<file path="src/rtl/ex2_mem_stage.sv">
// Second execute stage: finishes the multiply, waits for and extends dcache load data, drives WB and EX1 forwarding.
// Optional macro EX2_LOAD_FWD_EN: bypass load data onto fwd_data0 in the dcache response cycle.
module ex2_mem_stage #(
  parameter int unsigned DATA_W = 32
) (
  input  logic              aclk,
  input  logic              aresetn,
  input  logic              in_valid,
  output logic              in_ready,
  input  logic [DATA_W-1:0] in_pc0,
  input  logic [4:0]        in_rd0,
  input  logic [4:0]        in_rd1,
  input  logic              in_we0,
  input  logic              in_we1,
  input  logic [DATA_W-1:0] in_res0,
  input  logic [DATA_W-1:0] in_res1,
  input  logic              in_is_mul,
  input  logic              in_mul_hi,
  input  logic [DATA_W-1:0] in_pp_hh,
  input  logic [DATA_W-1:0] in_pp_hl,
  input  logic [DATA_W-1:0] in_pp_lh,
  input  logic [DATA_W-1:0] in_pp_ll,
  input  logic [DATA_W-1:0] in_pp_comp,
  input  logic              in_is_load,
  input  logic [1:0]        in_ld_type,
  input  logic              in_ld_sign,
  input  logic [1:0]        in_addr_lo,
  input  logic              in_excp,
  input  logic              excp_flush,
  input  logic              dcache_rready,
  input  logic [DATA_W-1:0] dcache_rdata,
  output logic              out_valid,
  input  logic              out_ready,
  output logic [DATA_W-1:0] wb_pc0,
  output logic [4:0]        wb_rd0,
  output logic [4:0]        wb_rd1,
  output logic              wb_we0,
  output logic              wb_we1,
  output logic [DATA_W-1:0] wb_data0,
  output logic [DATA_W-1:0] wb_data1,
  output logic              wb_excp,
  output logic [4:0]        fwd_rd0,
  output logic [4:0]        fwd_rd1,
  output logic [DATA_W-1:0] fwd_data0,
  output logic [DATA_W-1:0] fwd_data1,
  output logic              fwd_valid0,
  output logic              fwd_valid1
);

  localparam int unsigned PROD_W = 2 * DATA_W;
  localparam int unsigned HALF_W = DATA_W / 2;

  typedef enum logic [1:0] {IDLE, MEM, DONE} state_t;

  state_t            state, state_nxt;
  logic              drop, drop_nxt;
  logic              accept;
  logic              load_take;
  logic [PROD_W-1:0] product;
  logic [DATA_W-1:0] mul_res;
  logic [DATA_W-1:0] ld_ext;
  logic [7:0]        ld_byte;
  logic [15:0]       ld_half;
  logic [1:0]        ld_type_q;
  logic              ld_sign_q;
  logic [1:0]        addr_lo_q;

  assign in_ready  = (state == IDLE) | ((state == DONE) & out_ready);
  assign accept    = in_valid & in_ready & ~excp_flush;
  // A response seen while drop is set belongs to a flushed load.
  assign load_take = (state == MEM) & dcache_rready & ~drop;

  assign product = (PROD_W'(in_pp_hh)   << DATA_W)
                 + (PROD_W'(in_pp_hl)   << HALF_W)
                 + (PROD_W'(in_pp_lh)   << HALF_W)
                 +  PROD_W'(in_pp_ll)
                 + (PROD_W'(in_pp_comp) << DATA_W);
  assign mul_res = in_mul_hi ? product[PROD_W-1:DATA_W] : product[DATA_W-1:0];

  // Load alignment and extension from the held load attributes.
  always_comb begin
    ld_byte = dcache_rdata[{addr_lo_q, 3'b000} +: 8];
    ld_half = addr_lo_q[1] ? dcache_rdata[31:16] : dcache_rdata[15:0];
    ld_ext  = dcache_rdata;
    case (ld_type_q)
      2'd0:    ld_ext = ld_sign_q ? {{(DATA_W-8){ld_byte[7]}}, ld_byte}
                                  : {{(DATA_W-8){1'b0}}, ld_byte};
      2'd1:    ld_ext = ld_sign_q ? {{(DATA_W-16){ld_half[15]}}, ld_half}
                                  : {{(DATA_W-16){1'b0}}, ld_half};
      default: ld_ext = dcache_rdata;
    endcase
  end

  always_ff @(posedge aclk) begin
    if (!aresetn) begin
      state <= IDLE;
      drop  <= 1'b0;
    end else begin
      state <= state_nxt;
      drop  <= drop_nxt;
    end
  end

  always_comb begin
    state_nxt = state;
    drop_nxt  = drop;
    if (dcache_rready) drop_nxt = 1'b0;
    case (state)
      IDLE: if (accept) state_nxt = (in_is_load & ~in_excp) ? MEM : DONE;
      MEM:  if (load_take) state_nxt = DONE;
      DONE: begin
        if (accept)         state_nxt = (in_is_load & ~in_excp) ? MEM : DONE;
        else if (out_ready) state_nxt = IDLE;
      end
      default: state_nxt = IDLE;
    endcase
    // Flush wins; an unconsumed outstanding response must be discarded later.
    if (excp_flush) begin
      state_nxt = IDLE;
      if ((state == MEM) && !load_take) drop_nxt = 1'b1;
    end
  end

  always_ff @(posedge aclk) begin
    if (!aresetn) begin
      out_valid <= 1'b0;
      wb_pc0    <= '0;
      wb_rd0    <= '0;
      wb_rd1    <= '0;
      wb_we0    <= 1'b0;
      wb_we1    <= 1'b0;
      wb_data0  <= '0;
      wb_data1  <= '0;
      wb_excp   <= 1'b0;
      ld_type_q <= '0;
      ld_sign_q <= 1'b0;
      addr_lo_q <= '0;
    end else begin
      out_valid <= (state_nxt == DONE);
      if (accept) begin
        wb_pc0    <= in_pc0;
        wb_rd0    <= in_rd0;
        wb_rd1    <= in_rd1;
        wb_we0    <= in_we0 & ~in_excp;
        wb_we1    <= in_we1 & ~in_excp;
        wb_data0  <= in_is_mul ? mul_res : in_res0;
        wb_data1  <= in_res1;
        wb_excp   <= in_excp;
        ld_type_q <= in_ld_type;
        ld_sign_q <= in_ld_sign;
        addr_lo_q <= in_addr_lo;
      end else if (load_take) begin
        wb_data0 <= ld_ext;
      end
    end
  end

  assign fwd_rd0   = wb_rd0;
  assign fwd_rd1   = wb_rd1;
  assign fwd_data1 = wb_data1;

  // Lane 1 is final as soon as the pair is held; lane 0 waits for the load.
  always_comb begin
    fwd_valid0 = (state == DONE) & wb_we0;
    fwd_data0  = wb_data0;
    fwd_valid1 = ((state == DONE) | (state == MEM)) & wb_we1;
`ifdef EX2_LOAD_FWD_EN
    if (load_take) begin
      fwd_valid0 = wb_we0;
      fwd_data0  = ld_ext;
    end
`else
`endif
  end

endmodule

</file>
<file path="config.mk">
export PLATFORM = sky130hd
export DESIGN_NAME = ex2_mem_stage
export DESIGN_NICKNAME = d
export VERILOG_FILES = /design/src/rtl/ex2_mem_stage.sv
export SDC_FILE = /design/constraint.sdc
export NUM_CORES = 1
export LEC_CHECK = 0
export CORE_MARGIN = 2
export CORE_UTILIZATION = 30
export DETAILED_ROUTE_END_ITERATION = 16
export GPL_TIMING_DRIVEN = 1
export PLACE_DENSITY_LB_ADDON = 0.12
export SLEW_MARGIN = 5
export SYNTH_ARGS = -nofsm -noshare
export SYNTH_HDL_FRONTEND = slang
export SYNTH_SLANG_ARGS = --single-unit
</file>
<file path="constraint.sdc">
create_clock -name aclk -period 3.85 [get_ports aclk]
set_clock_uncertainty 0.15 [all_clocks]
set_input_delay 0.77 -clock aclk [delete_from_list [all_inputs] [get_ports aclk]]
set_output_delay 0.77 -clock aclk [all_outputs]
set_load 0.05 [all_outputs]
</file>
==> results.json, run 1 <==
{
  "final_hold_viol_count": 0,
  "finalWeightedCongestion": 0.8970,
  "post_synth_fa_ha_maj_area_fraction_pct": 19.29,
  "synth_top_family_by_area": "compound AO/OA/AOI/OAI gates",
  "max-clock-path-buffers": 2,
  "ioPinCount": 502,
  "grt_setup_unrepaired": "yes",
  "power.share.combinational_pct": 59.8,
  "finalSetupViolCount": 0,
  "power.density_cell_area_nw_per_um2": 408.9,
  "h-tree-depth": 4,
  "cell_depth_of_the_worst_flop_to_flop_path": 9,
  "drtPass1Iterations": 5,
  "largest_net_degree_at_the_start_of_global_routing": 87,
  "status": "finished clean",
  "synth_enable_flop_cells": 0,
  "hold_path.class": "register to register",
  "cts_tree": "yes",
  "first_global_vias": 12270,
  "route.vias.total": 12270,
  "drive_above_1_share_pct": 24.18,
  "report.final.slew_viol_count": 0,
  "antenna_left": 0,
  "clkPwrFrac_pct": 22.4,
  "worst_ep_arrival_time_ns": 3.96,
  "net_switching_component_of_the_power_mw": 3.090,
  "yosys.area_share.xor_xnor_pct": 2.962,
  "mapped_area_um2": 11240,
  "synthFlopType": "sky130_fd_sc_hd__dfxtp_1",
  "floorplan.die.width_um": 197.5,
  "synth_compound_gate_area_share_pct": 25.48,
  "clkLatencyLatePin_ns": 0.43,
  "preCtsSetupSlack_ns": -0.9714,
  "cts_made_buffers": 17,
  "cts.reportedPaths.clkPinSlew_ns": 0.06,
  "max_clock_freq_ghz": 0.2629,
  "max-slew-margin-rel_pct": 39.98,
  "timing.rr.end": "fwd_data0[29]$_SDFFE_PN0P_",
  "die_height_um": 197.5,
  "synth_fp_nets": 1915,
  "total_wirelength_um": 49420,
  "worstReg2RegStart": "addr_lo_q[1]$_SDFFE_PN0P_",
  "setup_ws_ns": 0.04578,
  "grt.busiest_layer": "met2",
  "starting_utilization_of_the_core_area_pct": 30.54,
  "die_area_um2": 39020,
  "grt_remaining_overflow": 0,
  "leakage_nw": 8.094,
  "placementRows": 70,
  "timing.critical_path.from_type": "input pin",
  "yosys-mux-area-fraction_pct": 1.492,
  "synth_cell_type_count": 81,
  "regToRegSetupSlack_ns": 1.09,
  "detail_route.wl_per_cell_um": 19.71,
  "vias_per_cell": 4.894,
  "worst_setup_path_startpoint": "in_pp_lh[1]",
  "synth_simple_gate_area_share_pct": 15.29,
  "ys.warnings.count": 0,
  "grt.met2_usage_pct": 44.30,
  "seq_cells_post_synth": 118,
  "seq_area_frac_synth_pct": 21.02,
  "timing.critical_path.fanout_max": 4,
  "syn_inst": 1457,
  "groute.usage.overall_pct": 24.51,
  "sw_frac_of_total_pct": 39.89,
  "finalNetCount": 2476,
  "first_pass_grt_wire_length_um": 72360,
  "timing.critical_path.to_type": "register",
  "seq_area_um2": 2362,
  "detailedPlacementHpwl_um": 40150,
  "maxCapViolations": 0,
  "critical_path.endpoint": "fwd_data0[22]$_SDFFE_PN0P_",
  "power.total_mw": 7.747,
  "fp.coreArea_um2": 36790,
  "clock_tree.root_cell": "sky130_fd_sc_hd__clkbuf_16",
  "cp_data_required_time_ns": 4.01,
  "maximum_vdd_ir_drop_mv": 0.2455,
  "ys_async_sr_fraction_pct": 0,
  "post-route-drc-count": 0,
  "globalRouteMet3Util_pct": 6.266,
  "fill_cells": 3547,
  "sequentialPowerShare_pct": 17.8,
  "final_period_minus_worst_setup_slack_ns": 3.804,
  "tightest_slew_ns": 0.8777,
  "synth_area_per_cell_um2": 7.712,
  "grt_use_met1_pct": 28.25,
  "whs_ns": 0.3134,
  "1st_iter_drt_viols": 658,
  "antenna_found_initial": 15,
  "area_growth_pct": 68.63,
  "numClockSinks": 118,
  "final_min_period_over_clock_period_pct": 98.81,
  "intPower_mw": 4.657,
  "place.port_buffers": 501,
  "hold_buffer_count_at_cts": 0,
  "path_class": "input pin to register",
  "multiInputGateArea_um2": 8290
}
==> kinds of logic after synthesis <==
| group | after synthesis |
|---|---|
| simple gates | 391 |
| fa+ha+maj | 144 |
| xor+xnor | 38 |
| buf+inv | 335 |
| mux | 15 |
| flops | 118 |
| compound gates | 416 |
==> cell usage in the layout (no fill, tap or decap), types with 13 or more instances in the layout <==
| cell | n |
|---|---|
| sky130_fd_sc_hd__a21boi_0 | 84 |
| sky130_fd_sc_hd__a21o_1 | 25 |
| sky130_fd_sc_hd__a21oi_1 | 75 |
| sky130_fd_sc_hd__a21oi_2 | 17 |
| sky130_fd_sc_hd__buf_4 | 168 |
| sky130_fd_sc_hd__buf_6 | 24 |
| sky130_fd_sc_hd__clkbuf_16 | 17 |
| sky130_fd_sc_hd__clkbuf_2 | 29 |
| sky130_fd_sc_hd__clkdlybuf4s50_1 | 404 |
| sky130_fd_sc_hd__dfxtp_1 | 118 |
| sky130_fd_sc_hd__dlygate4sd2_1 | 43 |
| sky130_fd_sc_hd__fa_1 | 39 |
| sky130_fd_sc_hd__ha_1 | 49 |
| sky130_fd_sc_hd__ha_4 | 45 |
| sky130_fd_sc_hd__inv_1 | 102 |
| sky130_fd_sc_hd__inv_2 | 84 |
| sky130_fd_sc_hd__nand2_1 | 240 |
| sky130_fd_sc_hd__nand3_1 | 17 |
| sky130_fd_sc_hd__nor2_1 | 40 |
| sky130_fd_sc_hd__o211ai_1 | 19 |
| sky130_fd_sc_hd__o21ai_0 | 54 |
| sky130_fd_sc_hd__o221ai_1 | 13 |
| sky130_fd_sc_hd__xnor2_1 | 25 |
==> power by group through the flow <==
stage | clock (mW) | combinational, mW | sequential, mW
6_report | 1.74 | 4.63 | 1.38
5_1_grt | 1.82 | 4.96 | 1.39
4_1_cts | 1.76 | 4.43 | 1.38
3_5_place_dp | 0 | 3.78 | 1.41
3_3_place_gp | 0 | 3.79 | 1.40
2_1_floorplan | 0 | 1.93 | 1.60
==> flip-flops by register name (all words and copies together) (netlist names) <==
register	flops
addr_lo_q	2
drop	1
fwd_data0	32
fwd_data1	32
fwd_rd0	5
fwd_rd1	5
ld_sign_q	1
ld_type_q	2
out_valid	1
state	2
wb_excp	1
wb_pc0	32
wb_we0	1
wb_we1	1
==> worst min path at each step <==
stage	startpoint	end	slack, ns	cells after the start
final	wb_pc0[9]$_SDFFE_PN0P_	wb_pc0[9]$_SDFFE_PN0P_	0.31	2
after global routing	wb_pc0[25]$_SDFFE_PN0P_	wb_pc0[25]$_SDFFE_PN0P_	0.33	2
after CTS	wb_pc0[7]$_SDFFE_PN0P_	wb_pc0[7]$_SDFFE_PN0P_	0.31	2
after detailed placement	wb_pc0[7]$_SDFFE_PN0P_	wb_pc0[7]$_SDFFE_PN0P_	0.31	2
after global placement	wb_pc0[17]$_SDFFE_PN0P_	wb_pc0[17]$_SDFFE_PN0P_	0.30	2
after floorplan	addr_lo_q[0]$_SDFFE_PN0P_	addr_lo_q[0]$_SDFFE_PN0P_	0.33	2
==> timing repair <==
| item | 4_1_cts | 5_1_grt |
|---|---|---|
| pin swaps | 158 | 137 |
| resized for setup | 267 | 169 |
| setup endpoints to repair | 32 | 28 |
| hold endpoints to repair | 0 | 0 |
| buffers inserted | 34 | 7 |
| cloned | 0 | 0 |
==> cells in the mapped netlist, types with 18 or more instances <==
cell / instances / area [µm²]
sky130_fd_sc_hd__o211ai_1: 19 / 142.6
sky130_fd_sc_hd__o21ai_0: 62 / 310.3
sky130_fd_sc_hd__buf_4: 76 / 570.6
sky130_fd_sc_hd__a21boi_0: 86 / 645.6
sky130_fd_sc_hd__nand2_1: 248 / 930.9
sky130_fd_sc_hd__nor2_1: 44 / 165.2
sky130_fd_sc_hd__clkbuf_1: 49 / 183.9
sky130_fd_sc_hd__nand3_1: 18 / 90.09
sky130_fd_sc_hd__a21oi_1: 96 / 480.5
sky130_fd_sc_hd__dfxtp_1: 118 / 2362
sky130_fd_sc_hd__fa_1: 49 / 980.9
sky130_fd_sc_hd__xnor2_1: 27 / 236.5
sky130_fd_sc_hd__inv_1: 189 / 709.4
sky130_fd_sc_hd__ha_1: 94 / 1176
sky130_fd_sc_hd__a21o_1: 25 / 187.7
==> critical path, cell delays in order <==
cell                            delay, ns
sky130_fd_sc_hd__dlygate4sd2_1       0.25
sky130_fd_sc_hd__fa_2                0.41
sky130_fd_sc_hd__ha_4                0.26
sky130_fd_sc_hd__ha_4                0.16
sky130_fd_sc_hd__fa_2                0.42
sky130_fd_sc_hd__a21oi_4             0.20
sky130_fd_sc_hd__o211ai_4            0.12
sky130_fd_sc_hd__buf_6               0.14
sky130_fd_sc_hd__a41o_1              0.27
sky130_fd_sc_hd__a22oi_2             0.20
sky130_fd_sc_hd__a31o_2              0.25
sky130_fd_sc_hd__buf_6               0.11
sky130_fd_sc_hd__xor2_1              0.14
sky130_fd_sc_hd__nand2_1             0.07
sky130_fd_sc_hd__o21ai_1             0.10
sky130_fd_sc_hd__a31oi_1             0.10
==> final cells by class <==
cell class                 instances  area share, %
timing repair buffer             687          33.37
tap                              468          3.091
antenna                            8         0.1057
clock inverter                    10         0.7462
sequential                       118          12.47
clock buffer                      22          2.608
inverter                         190          3.857
multi-input combinational       1004          43.76
==> metrics by stage <==
step,area [µm²],cells,TNS [ns],util (%)
detailed placement,17140,2429,-24.17,46.59
CTS,18740,2493,0,50.94
global route,18940,2504,-0.1855,51.49
finish,18950,2507,0,51.51
floorplan,11330,1457,-0.04348,-
global placement,17140,2429,-22.42,46.59
==> metal layers <==
layer	part of all wire [%]	routed length [µm]
met1	39	19460
met2	51	25140
met3	7.8	3844
met4	1.8	906
met5	0.14	68
Power figures use the tool's default switching activity.
==> run 2, diff against run 1 <==
==> constraint.sdc (replaced) <==
create_clock -name aclk -period 3.1 [get_ports aclk]
set_clock_uncertainty 0.15 [all_clocks]
set_input_delay 0.62 -clock aclk [delete_from_list [all_inputs] [get_ports aclk]]
set_output_delay 0.62 -clock aclk [all_outputs]
set_load 0.05 [all_outputs]
==> run 2 against run 1 <==
  * The run now ends with setup timing left
  * Wire length increased by 0.86%
  * Critical path depth rose by 1
  * Combinational power grew 40%
  * Global-route usage up 0.25 points
  * Total power increased by 30%
  * Sequential power is 24% higher
  * Critical endpoint unchanged
  * Largest power group unchanged
==> results.json, run 2 (synthesis gave the netlist of run 1 again) <==
{
  "fin_cells": 2565,
  "final_hold_viol_count": 0,
  "violations": "setup timing",
  "final_min_period_over_clock_period_pct": 113.2,
  "first_pass_grt_wire_length_um": 72910,
  "timing.critical_path.fanout_max": 4,
  "most-common-layout-cells": "403 x sky130_fd_sc_hd__clkdlybuf4s50_1, 232 x sky130_fd_sc_hd__nand2_1, 200 x sky130_fd_sc_hd__buf_4, 118 x sky130_fd_sc_hd__dfxtp_1, 109 x sky130_fd_sc_hd__inv_1",
  "largest_net_degree_at_the_start_of_global_routing": 54,
  "finalWeightedCongestion": 0.8685,
  "antenna_found_initial": 22,
  "drtPass1Iterations": 5,
  "clkLatencyLatePin_ns": 0.42,
  "worst_ep_arrival_time_ns": 3.67,
  "route.vias.total": 12500,
  "cp_data_required_time_ns": 3.26,
  "most_common_cell_after_layout_fill_and_taps_aside": "sky130_fd_sc_hd__clkdlybuf4s50_1",
  "post-route-drc-count": 0,
  "die_height_um": 197.5,
  "dpl_cell_area_um2": 17820,
  "max_clock_freq_ghz": 0.2850,
  "maximum_vdd_ir_drop_mv": 0.3663,
  "post_route_standard_cell_area_excluding_fillers_um2": 19820,
  "hold_path.class": "register to register",
  "cts.reportedPaths.clkPinSlew_ns": 0.06,
  "total_wirelength_um": 49840,
  "max-slew-margin-rel_pct": 37.58,
  "grt_remaining_overflow": 0,
  "setup_ws_ns": -0.4085,
  "groute.usage.overall_pct": 24.76,
  "grt_setup_unrepaired": "yes",
  "place.port_buffers": 501,
  "timing.critical_path.to_type": "register",
  "report.final.slew_viol_count": 0,
  "power.total_mw": 10.09,
  "dp.cells": 2468,
  "maxCapViolations": 0,
  "hold_buffer_count_at_cts": 0,
  "drive_above_1_share_pct": 30.11,
  "clock_tree.root_cell": "sky130_fd_sc_hd__clkbuf_16",
  "vias_per_cell": 4.874,
  "cell_depth_of_the_worst_flop_to_flop_path": 9,
  "first_global_vias": 12480,
  "fp.coreArea_um2": 36790,
  "numClockSinks": 118,
  "timing.critical_path.from_type": "input pin",
  "finalSetupViolCount": 32,
  "detail_route.wl_per_cell_um": 19.43,
  "path_class": "input pin to register",
  "power.density_cell_area_nw_per_um2": 509.0,
  "detailedPlacementHpwl_um": 40500,
  "leakage_nw": 8.384,
  "h-tree-depth": 4,
  "die_area_um2": 39020,
  "tightest_slew_ns": 0.9126,
  "1st_iter_drt_viols": 582,
  "placementRows": 70,
  "max-clock-path-buffers": 2,
  "finalNetCount": 2531,
  "cts_tree": "yes",
  "cts_made_buffers": 17,
  "ioPinCount": 502,
  "antenna_left": 0,
  "starting_utilization_of_the_core_area_pct": 30.54,
  "status": "complete, but fails checks",
  "final_period_minus_worst_setup_slack_ns": 3.508,
  "postLayoutCoreUtil_pct": 53.87,
  "totalNegativeSetupSlack_ns": -9.783,
  "area_growth_pct": 76.36,
  "min_delay_path_depth": 2,
  "floorplan.die.width_um": 197.5
}
==> run 2: changes by cell type in the layout (fill, tap and decap cells not counted), sizes merged <==
cell	previous run	this run
dlygate4sd2	43	24
buf	193	300
clkbuf	51	20
diode	8	11
clkdlybuf4s50	404	403
clkdlybuf4s15	8	13
clkinvlp	2	3
dlymetal6s2s	10	0
inv	191	193
clkinv	4	7
bufinv	3	1
==> run 2: power breakdown <==
| part | switching (mW) | internal (mW) | total [mW] |
|---|---|---|---|
| logic | 3.24 | 3.23 | 6.47 |
| clock network | 0.774 | 1.13 | 1.90 |
| registers | 0.104 | 1.61 | 1.71 |
| total | 4.12 | 5.97 | 10.1 |
==> run 2: final timing paths <==
check / start / slack, ns / end
setup / recovery: in_pp_ll[18] / -0.41 / fwd_data0[22]$_SDFFE_PN0P_
hold / removal: wb_pc0[1]$_SDFFE_PN0P_ / 0.31 / wb_pc0[1]$_SDFFE_PN0P_
setup reg to reg: state[0]$_SDFF_PN0_ / 0.25 / wb_pc0[3]$_SDFFE_PN0P_
hold reg to reg: wb_pc0[1]$_SDFFE_PN0P_ / 0.31 / wb_pc0[1]$_SDFFE_PN0P_
==> run 2: final cells by class <==
class	instances	area (µm²)
antenna	11	27.53
sequential	118	2362
timing repair buffer	742	6800
clock inverter	14	125.1
clock buffer	18	439.2
fill	3506	16970
tap	468	585.6
multi-input combinational	1004	8730
inverter	190	745.7
==> run 2: repair_timing <==
| item | CTS | global route |
|---|---|---|
| setup endpoints to repair | 32 | 32 |
| resized for setup | 499 | 70 |
| endpoints found under the hold margin | 0 | 0 |
| pin swaps | 181 | 88 |
| setup buffers | 50 | 16 |
==> run 2: metal layers <==
layer | up-vias | part of all wire, % | global-route usage (%) | wire (µm)
li1 | 6108 | - | - | -
met1 | 5866 | 40 | 28.72 | 20110
met2 | 418 | 49 | 43.26 | 24590
met3 | 87 | 7.2 | 6.642 | 3588
met4 | 22 | 2.8 | 9.719 | 1404
met5 | - | 0.31 | 0 | 156
==> run 2: metrics by stage <==
stage	hold slack [ns]	setup slack (ns)
after detailed placement	0.3062	-1.472
after CTS	0.3143	-0.4298
after floorplan	0.3267	-0.6385
after global routing	0.3324	-0.5463
final	0.3102	-0.4085
after global placement	0.3008	-1.457
==> run 2: critical path, cell delays in order <==
cell                       delay (ns)
sky130_fd_sc_hd__buf_8           0.08
sky130_fd_sc_hd__inv_8           0.02
sky130_fd_sc_hd__fa_1            0.56
sky130_fd_sc_hd__inv_2           0.05
sky130_fd_sc_hd__ha_4            0.24
sky130_fd_sc_hd__ha_4            0.16
sky130_fd_sc_hd__fa_2            0.42
sky130_fd_sc_hd__a21oi_4         0.18
sky130_fd_sc_hd__o211ai_4        0.11
sky130_fd_sc_hd__a41o_1          0.27
sky130_fd_sc_hd__a22oi_2         0.25
sky130_fd_sc_hd__a31o_4          0.23
sky130_fd_sc_hd__buf_6           0.09
sky130_fd_sc_hd__xor2_1          0.14
sky130_fd_sc_hd__nand2_1         0.08
sky130_fd_sc_hd__o21ai_1         0.09
sky130_fd_sc_hd__a31oi_1         0.08
